### src/rtl/gpp_pkg.sv
// rtl/gpp_pkg.sv - shared fetch states, IR field positions and halt opcode
package gpp_pkg;

  typedef enum logic [2:0] {
    ST_IDLE,
    ST_REQ,
    ST_LOAD,
    ST_EXEC,
    ST_HALTED
  } fetch_state_t;

  // IR field positions
  localparam int OPC_MSB      = 15;
  localparam int OPC_LSB      = 10;
  localparam int RA_BIT       = 9;
  localparam int RA_STACK_MSB = 9;
  localparam int RA_STACK_LSB = 8;
  localparam int BA_MSB       = 9;
  localparam int BA_LSB       = 0;
  localparam int IMM_MSB      = 8;
  localparam int IMM_LSB      = 0;

  localparam logic [5:0] GPP_HALT_OPC = 6'b111111;

endpackage

### src/rtl/pc_unit.sv
// rtl/pc_unit.sv - program counter register with load and wrapping increment
module pc_unit #(
  parameter int ADDR_W = 10
) (
  input  logic              clk,
  input  logic              rst,
  input  logic              load,
  input  logic [ADDR_W-1:0] load_addr,
  input  logic              inc,
  output logic [ADDR_W-1:0] pc
);

  logic [ADDR_W-1:0] r_pc;

  // Load wins over increment; increment wraps naturally at 2^ADDR_W
  always_ff @(posedge clk or posedge rst) begin
    if (rst) begin
      r_pc <= '0;
    end else if (load) begin
      r_pc <= load_addr;
    end else if (inc) begin
      r_pc <= r_pc + 1'b1;
    end
  end

  assign pc = r_pc;

endmodule

### src/rtl/instr_fetch.sv
// rtl/instr_fetch.sv - instruction fetch sequencer driving the IR
module instr_fetch
  import gpp_pkg::*;
#(
  parameter int         ADDR_W   = 10,
  parameter int         DATA_W   = 16,
  parameter logic [5:0] HALT_OPC = GPP_HALT_OPC,
  parameter int         TIMEOUT  = 15
) (
  input  logic              clk,
  input  logic              rst,
  input  logic              start,
  input  logic              halt_req,
  output logic              mem_req,
  output logic [ADDR_W-1:0] mem_addr,
  input  logic              mem_ack,
  input  logic [DATA_W-1:0] mem_rdata,
  output logic [DATA_W-1:0] ir_in,
  output logic              ir_w,
  input  logic              exec_done,
  input  logic              branch_en,
  input  logic [ADDR_W-1:0] branch_addr,
  output logic [ADDR_W-1:0] pc,
  output logic              busy,
  output logic              halted,
  output logic              err
);

  localparam int               CNT_W    = $clog2(TIMEOUT + 1);
  localparam logic [CNT_W-1:0] CNT_LAST = CNT_W'(TIMEOUT - 1);

  fetch_state_t      r_state;
  fetch_state_t      w_next;
  logic [CNT_W-1:0]  r_cnt;
  logic [DATA_W-1:0] r_ir;
  logic              r_err;
  logic              r_halt_pend;
  logic [ADDR_W-1:0] w_pc;
  logic              w_in_req;
  logic              w_ack_ok;
  logic              w_timeout;
  logic              w_exec_fin;
  logic              w_is_halt;

  assign w_in_req   = (r_state == ST_REQ);
  assign w_ack_ok   = w_in_req && mem_ack;
  // The last allowed cycle still accepts an ack; only a missing ack times out
  assign w_timeout  = w_in_req && !mem_ack && (r_cnt == CNT_LAST);
  assign w_exec_fin = (r_state == ST_EXEC) && exec_done;
  assign w_is_halt  = (r_ir[OPC_MSB:OPC_LSB] == HALT_OPC);

  pc_unit #(
    .ADDR_W(ADDR_W)
  ) u_pc (
    .clk      (clk),
    .rst      (rst),
    .load     (w_exec_fin && branch_en),
    .load_addr(branch_addr),
    .inc      (w_exec_fin && !branch_en),
    .pc       (w_pc)
  );

  // State register
  always_ff @(posedge clk or posedge rst) begin
    if (rst) begin
      r_state <= ST_IDLE;
    end else begin
      r_state <= w_next;
    end
  end

  // Next-state decode
  always_comb begin
    w_next = r_state;
    case (r_state)
      ST_IDLE: begin
        if (start) w_next = ST_REQ;
      end
      ST_REQ: begin
        if (w_ack_ok)       w_next = ST_LOAD;
        else if (w_timeout) w_next = ST_HALTED;
      end
      ST_LOAD: begin
        if (w_is_halt) w_next = ST_HALTED;
        else           w_next = ST_EXEC;
      end
      ST_EXEC: begin
        if (exec_done) w_next = (r_halt_pend || halt_req) ? ST_IDLE : ST_REQ;
      end
      ST_HALTED: begin
        if (start) w_next = ST_REQ;
      end
      default: w_next = ST_IDLE;
    endcase
  end

  // Cycles spent in REQ without an ack; cleared whenever REQ is left or acked
  always_ff @(posedge clk or posedge rst) begin
    if (rst) begin
      r_cnt <= '0;
    end else if (w_in_req && !mem_ack) begin
      r_cnt <= r_cnt + 1'b1;
    end else begin
      r_cnt <= '0;
    end
  end

  // Instruction word captured on the ack cycle, held until the next ack
  always_ff @(posedge clk or posedge rst) begin
    if (rst) begin
      r_ir <= '0;
    end else if (w_ack_ok) begin
      r_ir <= mem_rdata;
    end
  end

  // Sticky timeout flag, only cleared by reset
  always_ff @(posedge clk or posedge rst) begin
    if (rst) begin
      r_err <= 1'b0;
    end else if (w_timeout) begin
      r_err <= 1'b1;
    end
  end

  // Remembers a halt request seen during the current fetch/execute pass
  always_ff @(posedge clk or posedge rst) begin
    if (rst) begin
      r_halt_pend <= 1'b0;
    end else if ((r_state == ST_IDLE) || (r_state == ST_HALTED) || w_exec_fin) begin
      r_halt_pend <= 1'b0;
    end else if (halt_req) begin
      r_halt_pend <= 1'b1;
    end
  end

  assign mem_req  = w_in_req;
  assign mem_addr = w_in_req ? w_pc : '0;
  assign ir_in    = r_ir;
  assign ir_w     = (r_state == ST_LOAD);
  assign pc       = w_pc;
  assign busy     = (r_state == ST_REQ) || (r_state == ST_LOAD) || (r_state == ST_EXEC);
  assign halted   = (r_state == ST_HALTED);
  assign err      = r_err;

endmodule

### config.mk
export PLATFORM = sky130hd
export DESIGN_NAME = instr_fetch
export DESIGN_NICKNAME = d
export VERILOG_FILES = /design/src/rtl/gpp_pkg.sv /design/src/rtl/pc_unit.sv /design/src/rtl/instr_fetch.sv
export SDC_FILE = /design/constraint.sdc
export NUM_CORES = 1
export LEC_CHECK = 0
export ABC_CLOCK_PERIOD_IN_PS = 1700
export BUFFER_PORTS_ARGS = -buffer_cell sky130_fd_sc_hd__clkbuf_2
export CAP_MARGIN = 10
export CORE_UTILIZATION = 48
export DETAILED_ROUTE_END_ITERATION = 12
export PLACE_DENSITY_LB_ADDON = 0.05
export RECOVER_POWER = 25
export SLEW_MARGIN = 5
export SYNTH_ARGS = -nofsm -noshare
export SYNTH_HDL_FRONTEND = slang
export SYNTH_SLANG_ARGS = --single-unit
### constraint.sdc
create_clock -name clk -period 1.7 [get_ports clk]
set_input_delay 0.255 -clock clk [delete_from_list [all_inputs] [get_ports clk]]
set_output_delay 0.255 -clock clk [all_outputs]
set_load 0.005 [all_outputs]
* After elaboration in Yosys (flattened, before gate mapping)
Cells that the tools add are included.
** Word-level totals
- ROM bits :: 0
- Memories kept :: 0
- Output and inout port bits :: 41
- Bits in writable memories :: 0
- Bits of input ports :: 33
- Flip-flop bits (word level) :: 35
- Latch bits :: 0
- Logic and storage cells :: 48
** Operators by class
- $lt $le $gt $ge :: 0
- Add/subtract/negate cells :: 2
- Mux-type cells :: 13
- Multipliers :: 0
- Reductions and logical operators :: 18
- Div/mod/pow operators :: 0
- Equal/unequal tests :: 9
- Bitwise operators :: 0
- Shift operators :: 0
** Operators by type and width (number)
- $mux 10 :: 3
- $mux 3 :: 5
- $pmux 3 s4 :: 1
- $add 10x1->10 const B :: 1
- $eq 3x2->1 const B :: 2
- $eq 6x6->1 const B :: 1
- $logic_and 1x1->1 :: 6
- $logic_or 1x1->1 :: 5
- $add 4x1->4 const B :: 1
- $eq 4x4->1 const B :: 1
- $mux 4 :: 1
- $reduce_bool 2->1 :: 2
- $eq 3x1->1 const B :: 1
- $eq 3x3->1 const B :: 1
- $logic_not 3->1 :: 1
- $mux 1 :: 3
- $ne 3x1->1 const B :: 1
- $reduce_and 3->1 :: 1
- $logic_not 1->1 :: 2
- $ne 2x1->1 const B :: 1
- $ne 2x2->1 const B :: 1
- $reduce_or 2->1 :: 1

* Depth between registers and ports, before layout
Gate-level depths: netlist (run 1).
- Depth in word-level cells :: 6
- Depth in mapped cells :: 6
- Depth with buffers taken out :: 5

* Modules after synthesis
From an unflattened synthesis (run 1), not the netlist that was laid out.
** Unflattened totals
- Cell total of the unflattened synthesis :: 157
- Area, all modules :: 1711.6 µm²
** Modules (own cells, without submodules)
- instr_fetch :: area an instance 1163.6 µm², cells each 99, instances 1, seq. area each 625.6 µm²
- pc_unit :: area an instance 548.0 µm², cells each 58, instances 1, seq. area each 250.2 µm²

* Worst setup path after synthesis (run 1)
No wires, ideal clock.
- Kind :: flip-flop to flip-flop
- Start point :: reg r_state[1]
- End point :: reg r_ir[0], in the netlist ir_in[0]
- Data arrival time :: 1.463 ns
- Stages on the path, launching flop included :: 7
- Path buffers :: 3
- Path slack :: 0.110 ns
- Required time :: 1.573 ns
- Cells stage by stage :: dfrtp_1 buf_4 nor3b_2 and2_1 buf_4 buf_6 mux2_1
** On the way
- Longest elaborated chain between the ends :: 2
** RTL lines
- from (decl) :: line instr_fetch.sv:32 : fetch_state_t r_state;
- from (signal assigned) :: line instr_fetch.sv:68 : r_state <= w_next;
- $eq 3x1->1 :: line instr_fetch.sv:45 : assign w_in_req = (r_state == ST_REQ);
- $logic_and 1x1->1 :: line instr_fetch.sv:46 : assign w_ack_ok = w_in_req && mem_ack;
- to (signal assigned) :: line instr_fetch.sv:113 : r_ir <= mem_rdata;
- to (decl) :: line instr_fetch.sv:35 : logic [DATA_W-1:0] r_ir;
No other way between the ends.
A chain may end at the register's enable or synchronous reset.

* Worst setup path in the final report (run 1)
- Start point :: reg u_pc.r_pc[0], in the netlist u_pc.pc[0]
- End point :: reg u_pc.r_pc[8], in the netlist u_pc.pc[8]
** On the way
- Longest elaborated chain between the ends :: 3
** RTL lines
- from (decl) :: line pc_unit.sv:13 : logic [ADDR_W-1:0] r_pc;
- from (signal assigned) :: line pc_unit.sv:20 : r_pc <= load_addr;
- from (signal assigned) :: line pc_unit.sv:22 : r_pc <= r_pc + 1'b1;
- $add 10x1->10 :: line pc_unit.sv:22
- $mux 10 :: line pc_unit.sv:21 : end else if (inc) begin
- $mux 10 :: line pc_unit.sv:19 : end else if (load) begin
No other way between the ends. The select of a mux whose other input is x is not followed.

==> impl_metrics.py, run 1 <==
metrics = {
    "timing": {
        "layout_min_cycle_time_ns": 1.62,
        "timing_hold_violations_final": 0,
        "fmax_mhz": 616,
        "worst_pin_slew_ns": 0.855,
        "relSlewSlack_pct": 43.0,
        "finalSetupViolCount": 0,
        "post-route-period-util_pct": 95.4,
        "slew_viol_final": 0,
        "rsz0062_at_grt": "yes",
        "finalClockSkew_ns": 0.00826,
        "timing.hold.ws_ns": 0.189,
    },
    "power_and_ir_drop": {
        "pwr-share-clk_pct": 20.1,
        "comb_power_share_pct": 40.7,
        "vdd_ir_drop_max_v": 0.000839,
        "powerDensity_mw_per_mm2": 1510,
        "p_sw_share_pct": 34.5,
        "pwr-share-seq_pct": 39.2,
        "leakage_nw": 1.19,
        "internal_power_w": 0.00239,
        "switching_power_w": 0.00126,
    },
    "grt": {
        "grt_max_degree": 36,
        "grt_pass1_wl_um": 7100,
        "track_usage_pct": 22.1,
        "antenna_found_initial": 0,
        "grt_pass1_vias": 1548,
        "overflow": 0,
    },
    "floorplan": {
        "ios": 74,
        "num_rows": 22,
        "start_util_pct": 50.4,
        "die_w_um": 64.5,
        "coreArea_sq_mm": 0.00372,
        "design.die.area_sq_mm": 0.00416,
        "fp.dieH_um": 64.5,
    },
    "drt": {
        "routed_wl_um": 4170,
        "wire_per_inst_um": 13.8,
        "ant_nets": 0,
        "route.detailed.drc": 0,
        "vias": 1612,
        "drt-pass1-iter-count": 4,
        "topRoutingLayerUsed": "met4",
        "vias_per_cell": 5.32,
        "drtIter0Drc": 104,
        "wl_met2_um": 2050,
        "wl_met3_um": 199,
        "wl_met1_um": 1880,
    },
    "synthesis": {
        "synth.avg_cell_area_sq_um": 10.6,
        "yosys_warnings": 0,
        "synth_fp_nets": 212,
        "synth-edff-count": 0,
        "synth_area_sq_mm": 0.00187,
        "yosys-top-cells-area": "dfrtp_1 47%, mux2_1 6.6%, and2_1 5.3%, mux2_2 3.6%, mux2i_1 3.2%",
        "synth_largest_area_cell": "dfrtp_1",
        "ys.flop_type": "dfrtp_1",
        "yosysSeqAreaShare_pct": 46.7,
        "synth_seq_cells": 35,
        "async_flop_share_pct": 100,
        "synth.most_common_cell": "dfrtp_1",
        "synth_cells": 176,
        "synth_top_area_share_pct": 46.7,
        "synth.distinct_cells": 42,
        "yosys-top-cells-count": "35 x dfrtp_1, 16 x and2_1, 13 x nor2_1",
    },
    "cts": {
        "cts_max_level": 2,
        "clock_latency_ns": 0.28,
        "cts.path.max_buffers": 2,
        "cts_inserted_buffers": 5,
        "clk_pin_slew_worst_paths_ns": 0.07,
        "cts_root_buf": "clkbuf_8",
        "clock-sinks": 35,
        "cts_tree": "done",
    },
    "placement": {
        "dp_hpwl_um": 3100,
        "gp_congestion": 0.822,
        "portBuffers": 73,
    },
    "critical_path": {
        "critical_path_required_ns": 1.92,
        "worstPathMaxFanout": 8,
        "critPathKind": "reg2reg",
        "crit_path_end_kind": "register",
        "critPathArrivalTime_ns": 1.84,
        "startpoint_type": "register",
    },
    "final_layout": {
        "antenna_cells": 0,
        "post-route-util_pct": 65.1,
        "drive_gt1_share_pct": 40.0,
        "area_growth_pct": 29.1,
        "nNetsFinal": 290,
    },
    "run": {
        "cap_violations": 0,
    },
    "outcome": {
        "run_status": "finished, final reports clean",
    },
    "min_path": {
        "hold_class": "in2reg",
    },
}
## critical path, stage by stage, from the launching register on
cell and delay, ns:
dfrtp_1 0.47, ha_1 0.24, nand3_1 0.20, or4b_1 0.56, nand3_1 0.10
## path summary, 6_finish.rpt
path,start,endpoint,slack (ns),depth (start not counted)
min in group asynchronous,rst,u_pc.pc[3]$_DFFE_PP0P_,0.21,3
worst min-delay path,mem_rdata[6],ir_in[6]$_DFFE_PP0P_,0.19,2
worst min register to register,ir_in[4]$_DFFE_PP0P_,ir_in[4]$_DFFE_PP0P_,0.49,1
max in group asynchronous,rst,r_state[1]$_DFFE_PP0P_,0.90,3
worst max register to register,u_pc.pc[0]$_DFFE_PP0P_,u_pc.pc[8]$_DFFE_PP0P_,0.08,4
worst max-delay path,u_pc.pc[0]$_DFFE_PP0P_,u_pc.pc[8]$_DFFE_PP0P_,0.08,4
## cells in the final DEF (no fill, tap or decap), types with 2 or more instances in the layout
master    instances
dfrtp_1          34
a21oi_1           5
mux2_2            6
and2_1           16
nand3_1          12
or4b_1            3
inv_1             6
mux2_1           11
or3_1             2
ha_1              3
clkbuf_2         74
o211ai_1          6
nand2_1           8
nor2_1           12
clkbuf_8          5
nor3_1            3
o21ai_0           5
nand4_1           4
mux2i_1           6
buf_4             6
## through the flow
stage | TNS, ns | total power [W] | instance area (sq um) | instances | setup WS, ns
floorplan | 0 | 0.00223 | 1870 | 176 | 0.110
global placement | 0 | 0.00280 | 2280 | 292 | 0.148
detailed placement | 0 | 0.00287 | 2280 | 292 | 0.0765
CTS | 0 | 0.00362 | 2390 | 300 | 0.0140
global route | -0.0269 | 0.00393 | 2420 | 303 | -0.0108
finish | 0 | 0.00364 | 2420 | 303 | 0.0776
## routing by layer
metal | track usage (%) | vias to the layer above
met3 | 4.75 | 4
li1 | - | 782
met4 | 5.83 | 0
met1 | 29.4 | 784
met5 | 0 | -
met2 | 36.6 | 42
## power by group through the flow
stage	Clock, W	Combinational [W]	Sequential (W)
detailed placement	0	0.00142	0.00145
global placement	0	0.00138	0.00142
floorplan	0	0.000845	0.00139
finish	0.000733	0.00148	0.00143
CTS	0.000757	0.00143	0.00144
global route	0.000798	0.00166	0.00148
## registers in the layout, summed over array words and instances, names as in the netlist
| name | flops |
|---|---|
| r_cnt | 4 |
| err | 1 |
| r_halt_pend | 1 |
| u_pc.pc | 10 |
| ir_in | 16 |
| r_state | 3 |
## cell type report
type | instances | area, sq um
inverter | 6 | 22.5
fill | 313 | 1300
clock buffer | 5 | 68.8
clock inverter | 3 | 43.8
multi-input combinational | 124 | 901
timing repair buffer | 82 | 447
tap | 48 | 60.1
sequential | 35 | 877
## what timing repair did
action / 4_1_cts / 5_1_grt
hold buffers: 0 / 0
setup endpoints to repair: 4 / 11
resized for setup: 1 / 2
setup buffers: 0 / 3
cloned: 0 / 0
pin swaps: 0 / 1
## logic make-up after synthesis
group | synth area share [%]
flops | 46.7
simple gates | 23.0
fa+ha+maj | 2.00
buf+inv | 5.34
compound gates | 8.55
xor+xnor | 0.935
mux | 13.4
No activity file was read; power rests on OpenSTA's default activity.
==> inputs of run 2 (changes only) <==
--- a/config.mk
+++ b/config.mk
@@ -8,7 +8,9 @@
 export ABC_CLOCK_PERIOD_IN_PS = 1700
 export BUFFER_PORTS_ARGS = -buffer_cell sky130_fd_sc_hd__clkbuf_2
 export CAP_MARGIN = 10
-export CORE_UTILIZATION = 48
+export CELL_PAD_IN_SITES_DETAIL_PLACEMENT = 0
+export CELL_PAD_IN_SITES_GLOBAL_PLACEMENT = 1
+export CORE_UTILIZATION = 36
 export DETAILED_ROUTE_END_ITERATION = 12
 export PLACE_DENSITY_LB_ADDON = 0.05
 export RECOVER_POWER = 25
==> run 2 against run 1 <==
Effect of this change:
- via count down 1.9%
- setup slack better by 0.0088 ns
- register-to-register slack better by 0.12 ns
- worst hold slack got worse by 0.011 ns
- sequential cell count stayed put
- largest cell class unchanged
- clock power decreased by 1%
- critical endpoint is now ir_w
- critical path type is now reg2out
- first-iteration DRC count is 36% lower
- sequential power about the same
- combinational power grew 3%
==> impl_metrics.py, run 2 (same netlist as run 1, synthesis figures left out) <==
metrics = {
    "cts": {
        "cts_tree": "done",
        "clock_latency_ns": 0.29,
        "cts_root_buf": "clkbuf_8",
        "cts_inserted_buffers": 5,
        "clock-sinks": 35,
        "hold_buffers": 0,
        "cts_max_level": 2,
        "clk_pin_slew_worst_paths_ns": 0.07,
        "cts.path.max_buffers": 2,
    },
    "min_path": {
        "hold_class": "in2reg",
        "hold_start": "mem_rdata[3]",
        "min_path_cells": 2,
        "hold_end": "ir_in[3]$_DFFE_PP0P_",
    },
    "critical_path": {
        "startpoint_type": "register",
        "path_cells": "buf_4, inv_1, nor3_1, clkbuf_2",
        "cp_slowest_stage_delay_ns": 0.44,
        "crit_slowest_cell": "dfrtp_1",
        "worstPathMaxFanout": 7,
        "critPathArrivalTime_ns": 1.36,
        "critPathKind": "reg2out",
        "r2r_slack_ns": 0.20,
        "crit_path_end_kind": "output port",
        "critical_path_required_ns": 1.44,
        "worstRegToRegCells": 4,
        "rr_startpoint": "u_pc.pc[0]$_DFFE_PP0P_",
        "r2r_end": "u_pc.pc[8]$_DFFE_PP0P_",
    },
    "timing": {
        "slew_viol_final": 0,
        "relSlewSlack_pct": 42.3,
        "post-route-period-util_pct": 94.9,
        "finalClockSkew_ns": 0.00773,
        "layout_min_cycle_time_ns": 1.61,
        "fmax_mhz": 620,
        "worst_pin_slew_ns": 0.865,
        "timing_hold_violations_final": 0,
        "setup_tns_ns": 0,
        "timing.hold.ws_ns": 0.178,
        "finalSetupViolCount": 0,
        "rsz0062_at_grt": "yes",
    },
    "drt": {
        "vias_per_cell": 4.88,
        "drt-pass1-iter-count": 4,
        "ant_nets": 0,
        "route.detailed.drc": 0,
        "wire_per_inst_um": 13.0,
        "routed_wl_um": 4210,
        "drtIter0Drc": 67,
        "vias": 1581,
    },
    "final_layout": {
        "drive_gt1_share_pct": 41.2,
        "most-common-layout-cells": "72 x clkbuf_2, 33 x dfrtp_1, 15 x and2_1",
        "largest_reg_flops": 16,
        "final_area_sq_mm": 0.00246,
        "antenna_cells": 0,
        "final_common_cell": "clkbuf_2",
        "area_growth_pct": 31.1,
        "post-route-util_pct": 50.4,
        "nNetsFinal": 293,
    },
    "placement": {
        "gp_congestion": 0.744,
        "placed_area_sq_mm": 0.00233,
        "portBuffers": 73,
        "dp_hpwl_um": 3130,
    },
    "grt": {
        "grt_pass1_vias": 1454,
        "grt_pass1_wl_um": 6800,
        "grt_max_degree": 36,
        "overflow": 0,
        "track_usage_pct": 16.9,
        "antenna_found_initial": 0,
    },
    "floorplan": {
        "design.die.area_sq_mm": 0.00550,
        "num_rows": 25,
        "ios": 74,
        "die_w_um": 74.2,
        "coreArea_sq_mm": 0.00488,
        "fp.dieH_um": 74.2,
        "start_util_pct": 38.4,
    },
    "power_and_ir_drop": {
        "powerDensity_mw_per_mm2": 1490,
        "vdd_ir_drop_max_v": 0.000844,
        "leakage_nw": 1.20,
        "power.total_w": 0.00366,
    },
    "run": {
        "cap_violations": 0,
    },
    "outcome": {
        "run_status": "finished, final reports clean",
    },
}
[run 2: final cells by class]
type,instances,area [sq um]
Clock buffer,5,68.8
Clock inverter,2,37.5
Fill cell,504,2420
Inverter,6,22.5
Multi-Input combinational cell,124,910
Sequential cell,35,878
Tap cell,67,83.8
Timing Repair Buffer,85,457
[run 2: worst max-delay path, delay by kind of cell (launching register included)]
kind / cells / cell delay, ns
AND/OR/NAND/NOR: 1 / 0.22
flip-flops: 1 / 0.44
buffers and inverters: 3 / 0.40
[run 2: worst max path at each step]
stage	end	slack [ns]	start	depth (start not counted)
2_1_floorplan	ir_in[0]$_DFFE_PP0P_	0.11	r_state[1]$_DFFE_PP0P_	6
3_3_place_gp	ir_in[9]$_DFFE_PP0P_	0.27	r_state[2]$_DFFE_PP0P_	4
3_5_place_dp	u_pc.pc[8]$_DFFE_PP0P_	0.21	u_pc.pc[0]$_DFFE_PP0P_	4
4_1_cts	halted	0.02	r_state[1]$_DFFE_PP0P_	4
5_1_grt	mem_addr[4]	-0.001	r_state[2]$_DFFE_PP0P_	4
6_report	ir_w	0.09	r_state[1]$_DFFE_PP0P_	4
[run 2: through the flow]
step                      instances  worst slack [ns]
after global placement          316             0.266
after CTS                       323            0.0221
after floorplan                 176             0.110
after detailed placement        316             0.211
final                           324            0.0864
after global routing            324          -0.00118
[run 2: timing repair]
item / 4_1_cts / 5_1_grt
endpoints found under the hold margin: 0 / 0
setup endpoints to repair: 0 / 11
resized for setup: 0 / 8
setup buffers: 0 / 1
[run 2: power breakdown]
part           internal, W  leakage (nW)  switching, W
logic             0.000841         0.741      0.000687
clock network     0.000428        0.0502      0.000296
registers          0.00115         0.410      0.000258
[run 2: metal layers]
| layer | part of all wire, % | vias to the layer above | GRT usage (%) |
|---|---|---|---|
| li1 | - | 785 | - |
| met1 | 49 | 745 | 23.2 |
| met2 | 45 | 43 | 24.9 |
| met3 | 5.0 | 8 | 4.34 |
| met4 | 1.6 | 0 | 7.69 |
| met5 | 0 | - | 0 |
==> inputs of run 3 (changes only) <==
--- a/config.mk
+++ b/config.mk
@@ -10,7 +10,8 @@
 export CAP_MARGIN = 10
 export CELL_PAD_IN_SITES_DETAIL_PLACEMENT = 0
 export CELL_PAD_IN_SITES_GLOBAL_PLACEMENT = 1
-export CORE_UTILIZATION = 36
+export CORE_UTILIZATION = 37
+export CTS_BUF_LIST = sky130_fd_sc_hd__clkbuf_4 sky130_fd_sc_hd__clkbuf_8
 export DETAILED_ROUTE_END_ITERATION = 12
 export PLACE_DENSITY_LB_ADDON = 0.05
 export RECOVER_POWER = 25
==> run 3 against run 2 <==
Effect of this change:
- the flow now finishes with violations (negative setup slack)
- non-clock buffer count down 1
- sequential cell count unchanged
- sequential power up 4%
- setup slack worse by 0.097 ns
- critical path depth unchanged
- die area down 2.6%
- first-iteration DRC count down 39%
- highest routed layer unchanged
==> impl_metrics.py, run 3 (same netlist as run 1, synthesis figures left out) <==
metrics = {
    "outcome": {
        "run_status": "finished with violations",
        "failed_checks": "negative setup slack",
    },
    "critical_path": {
        "crit_path_end_kind": "output port",
        "worstPathMaxFanout": 6,
        "r2r_end": "u_pc.pc[8]$_DFFE_PP0P_",
        "r2r_slack_ns": 0.13,
        "worstRegToRegCells": 4,
        "cp_top_family": "flip-flops",
        "worst-path-buf-inv": 2,
        "crit_slowest_cell": "dfrtp_2",
        "critical_path_required_ns": 1.44,
        "cp_slowest_stage_delay_ns": 0.46,
        "critPathKind": "reg2out",
        "startpoint_type": "register",
        "path_cells": "nor3b_4, buf_4, and2_1, clkbuf_2",
        "rr_startpoint": "u_pc.pc[1]$_DFFE_PP0P_",
        "critPathArrivalTime_ns": 1.46,
    },
    "power_and_ir_drop": {
        "powerDensity_mw_per_mm2": 1490,
        "leakage_nw": 1.21,
        "vdd_ir_drop_max_v": 0.000662,
    },
    "drt": {
        "topRoutingLayerUsed": "met4",
        "drtIter0Drc": 41,
        "routed_wl_um": 4600,
        "wl_met1_um": 2100,
        "vias": 1611,
        "vias_per_cell": 4.97,
        "wl_met2_um": 2270,
        "drt-pass1-iter-count": 4,
        "ant_nets": 0,
        "wl_met3_um": 197,
        "route.detailed.drc": 0,
        "wire_per_inst_um": 14.2,
    },
    "timing": {
        "timing.hold.ws_ns": 0.182,
        "relSlewSlack_pct": 40.1,
        "finalSetupViolCount": 1,
        "finalClockSkew_ns": 0.00603,
        "rsz0062_at_grt": "yes",
        "slew_viol_final": 0,
        "setup_tns_ns": -0.0105,
        "timing_hold_violations_final": 0,
        "worst_slack_ns": -0.0105,
        "post-route-period-util_pct": 101,
        "fmax_mhz": 585,
        "layout_min_cycle_time_ns": 1.71,
        "worst_pin_slew_ns": 0.899,
    },
    "cts": {
        "cts_root_buf": "clkbuf_8",
        "cts_max_level": 2,
        "cts.path.max_buffers": 2,
        "clock_latency_ns": 0.28,
        "clk_pin_slew_worst_paths_ns": 0.07,
        "cts_inserted_buffers": 5,
        "clock-sinks": 35,
        "cts_tree": "done",
        "post_cts_buffers": 0,
    },
    "floorplan": {
        "die_w_um": 73.2,
        "num_rows": 25,
        "coreArea_sq_mm": 0.00479,
        "design.die.area_sq_mm": 0.00535,
        "fp.dieH_um": 73.2,
        "ios": 74,
        "start_util_pct": 39.2,
    },
    "min_path": {
        "hold_end": "ir_in[1]$_DFFE_PP0P_",
        "hold_start": "mem_rdata[1]",
        "min_path_cells": 2,
        "hold_class": "in2reg",
    },
    "grt": {
        "grt_pass1_wl_um": 7290,
        "overflow": 0,
        "antenna_found_initial": 0,
        "track_usage_pct": 18.0,
        "grt_pass1_vias": 1552,
        "grt_max_degree": 23,
    },
    "final_layout": {
        "final_area_sq_mm": 0.00250,
        "final_common_cell": "clkbuf_2",
        "largest_reg_flops": 16,
        "drive_gt1_share_pct": 42.8,
        "nNetsFinal": 292,
        "area_growth_pct": 33.6,
        "antenna_cells": 0,
        "most-common-layout-cells": "68 x clkbuf_2, 32 x dfrtp_1, 13 x nor2_1",
        "final_cells": 324,
    },
    "placement": {
        "placed_area_sq_mm": 0.00233,
        "gp_congestion": 0.792,
        "placedCellCount": 314,
        "portBuffers": 73,
        "dp_hpwl_um": 3410,
    },
    "run": {
        "cap_violations": 0,
    },
}
-- run 3: metrics by stage --
| stage | worst slack [ns] | power (W) | utilization, % |
|---|---|---|---|
| CTS | 0.00950 | 0.00358 | 50.9 |
| global route | -0.0889 | 0.00400 | 52.3 |
| floorplan | 0.110 | 0.00223 | - |
| detailed placement | 0.139 | 0.00291 | 48.6 |
| finish | -0.0105 | 0.00374 | 52.3 |
| global placement | 0.217 | 0.00285 | 48.6 |
-- run 3: what timing repair did --
action | 4_1_cts | 5_1_grt
resized for setup | 1 | 18
hold buffers | 1 | 0
cloned | 0 | 1
pin swaps | 0 | 1
setup endpoints to repair | 10 | 12
endpoints found under the hold margin | 35 | 0
-- run 3: worst max path at each step --
stage | from | endpoint | depth (start not counted)
2_1_floorplan | r_state[1]$_DFFE_PP0P_ | ir_in[0]$_DFFE_PP0P_ | 6
3_3_place_gp | u_pc.pc[0]$_DFFE_PP0P_ | u_pc.pc[8]$_DFFE_PP0P_ | 4
3_5_place_dp | u_pc.pc[0]$_DFFE_PP0P_ | u_pc.pc[8]$_DFFE_PP0P_ | 4
4_1_cts | r_state[1]$_DFFE_PP0P_ | mem_addr[4] | 4
5_1_grt | r_state[1]$_DFFE_PP0P_ | mem_addr[6] | 4
6_report | r_state[1]$_DFFE_PP0P_ | mem_addr[6] | 4
-- run 3: power breakdown --
| part | leakage, nW | switching, W | internal, W |
|---|---|---|---|
| logic | 0.752 | 0.000703 | 0.000931 |
| registers | 0.409 | 0.000311 | 0.00115 |
| clock network | 0.0474 | 0.000315 | 0.000331 |
-- run 3: area by class of cell --
class	instances	area, sq um
Clock buffer	6	82.6
Multi-Input combinational cell	124	922
Fill cell	460	2280
Tap cell	67	83.8
Timing Repair Buffer	84	498
Inverter	6	22.5
Sequential cell	35	880
Clock inverter	2	16.3
-- run 3: layer usage --
layer / track usage [%] / up-vias
met2: 29.0 / 40
met3: 4.70 / 4
met1: 23.9 / 773
li1: - / 794
met4: 5.23 / 0
met5: 0 / -
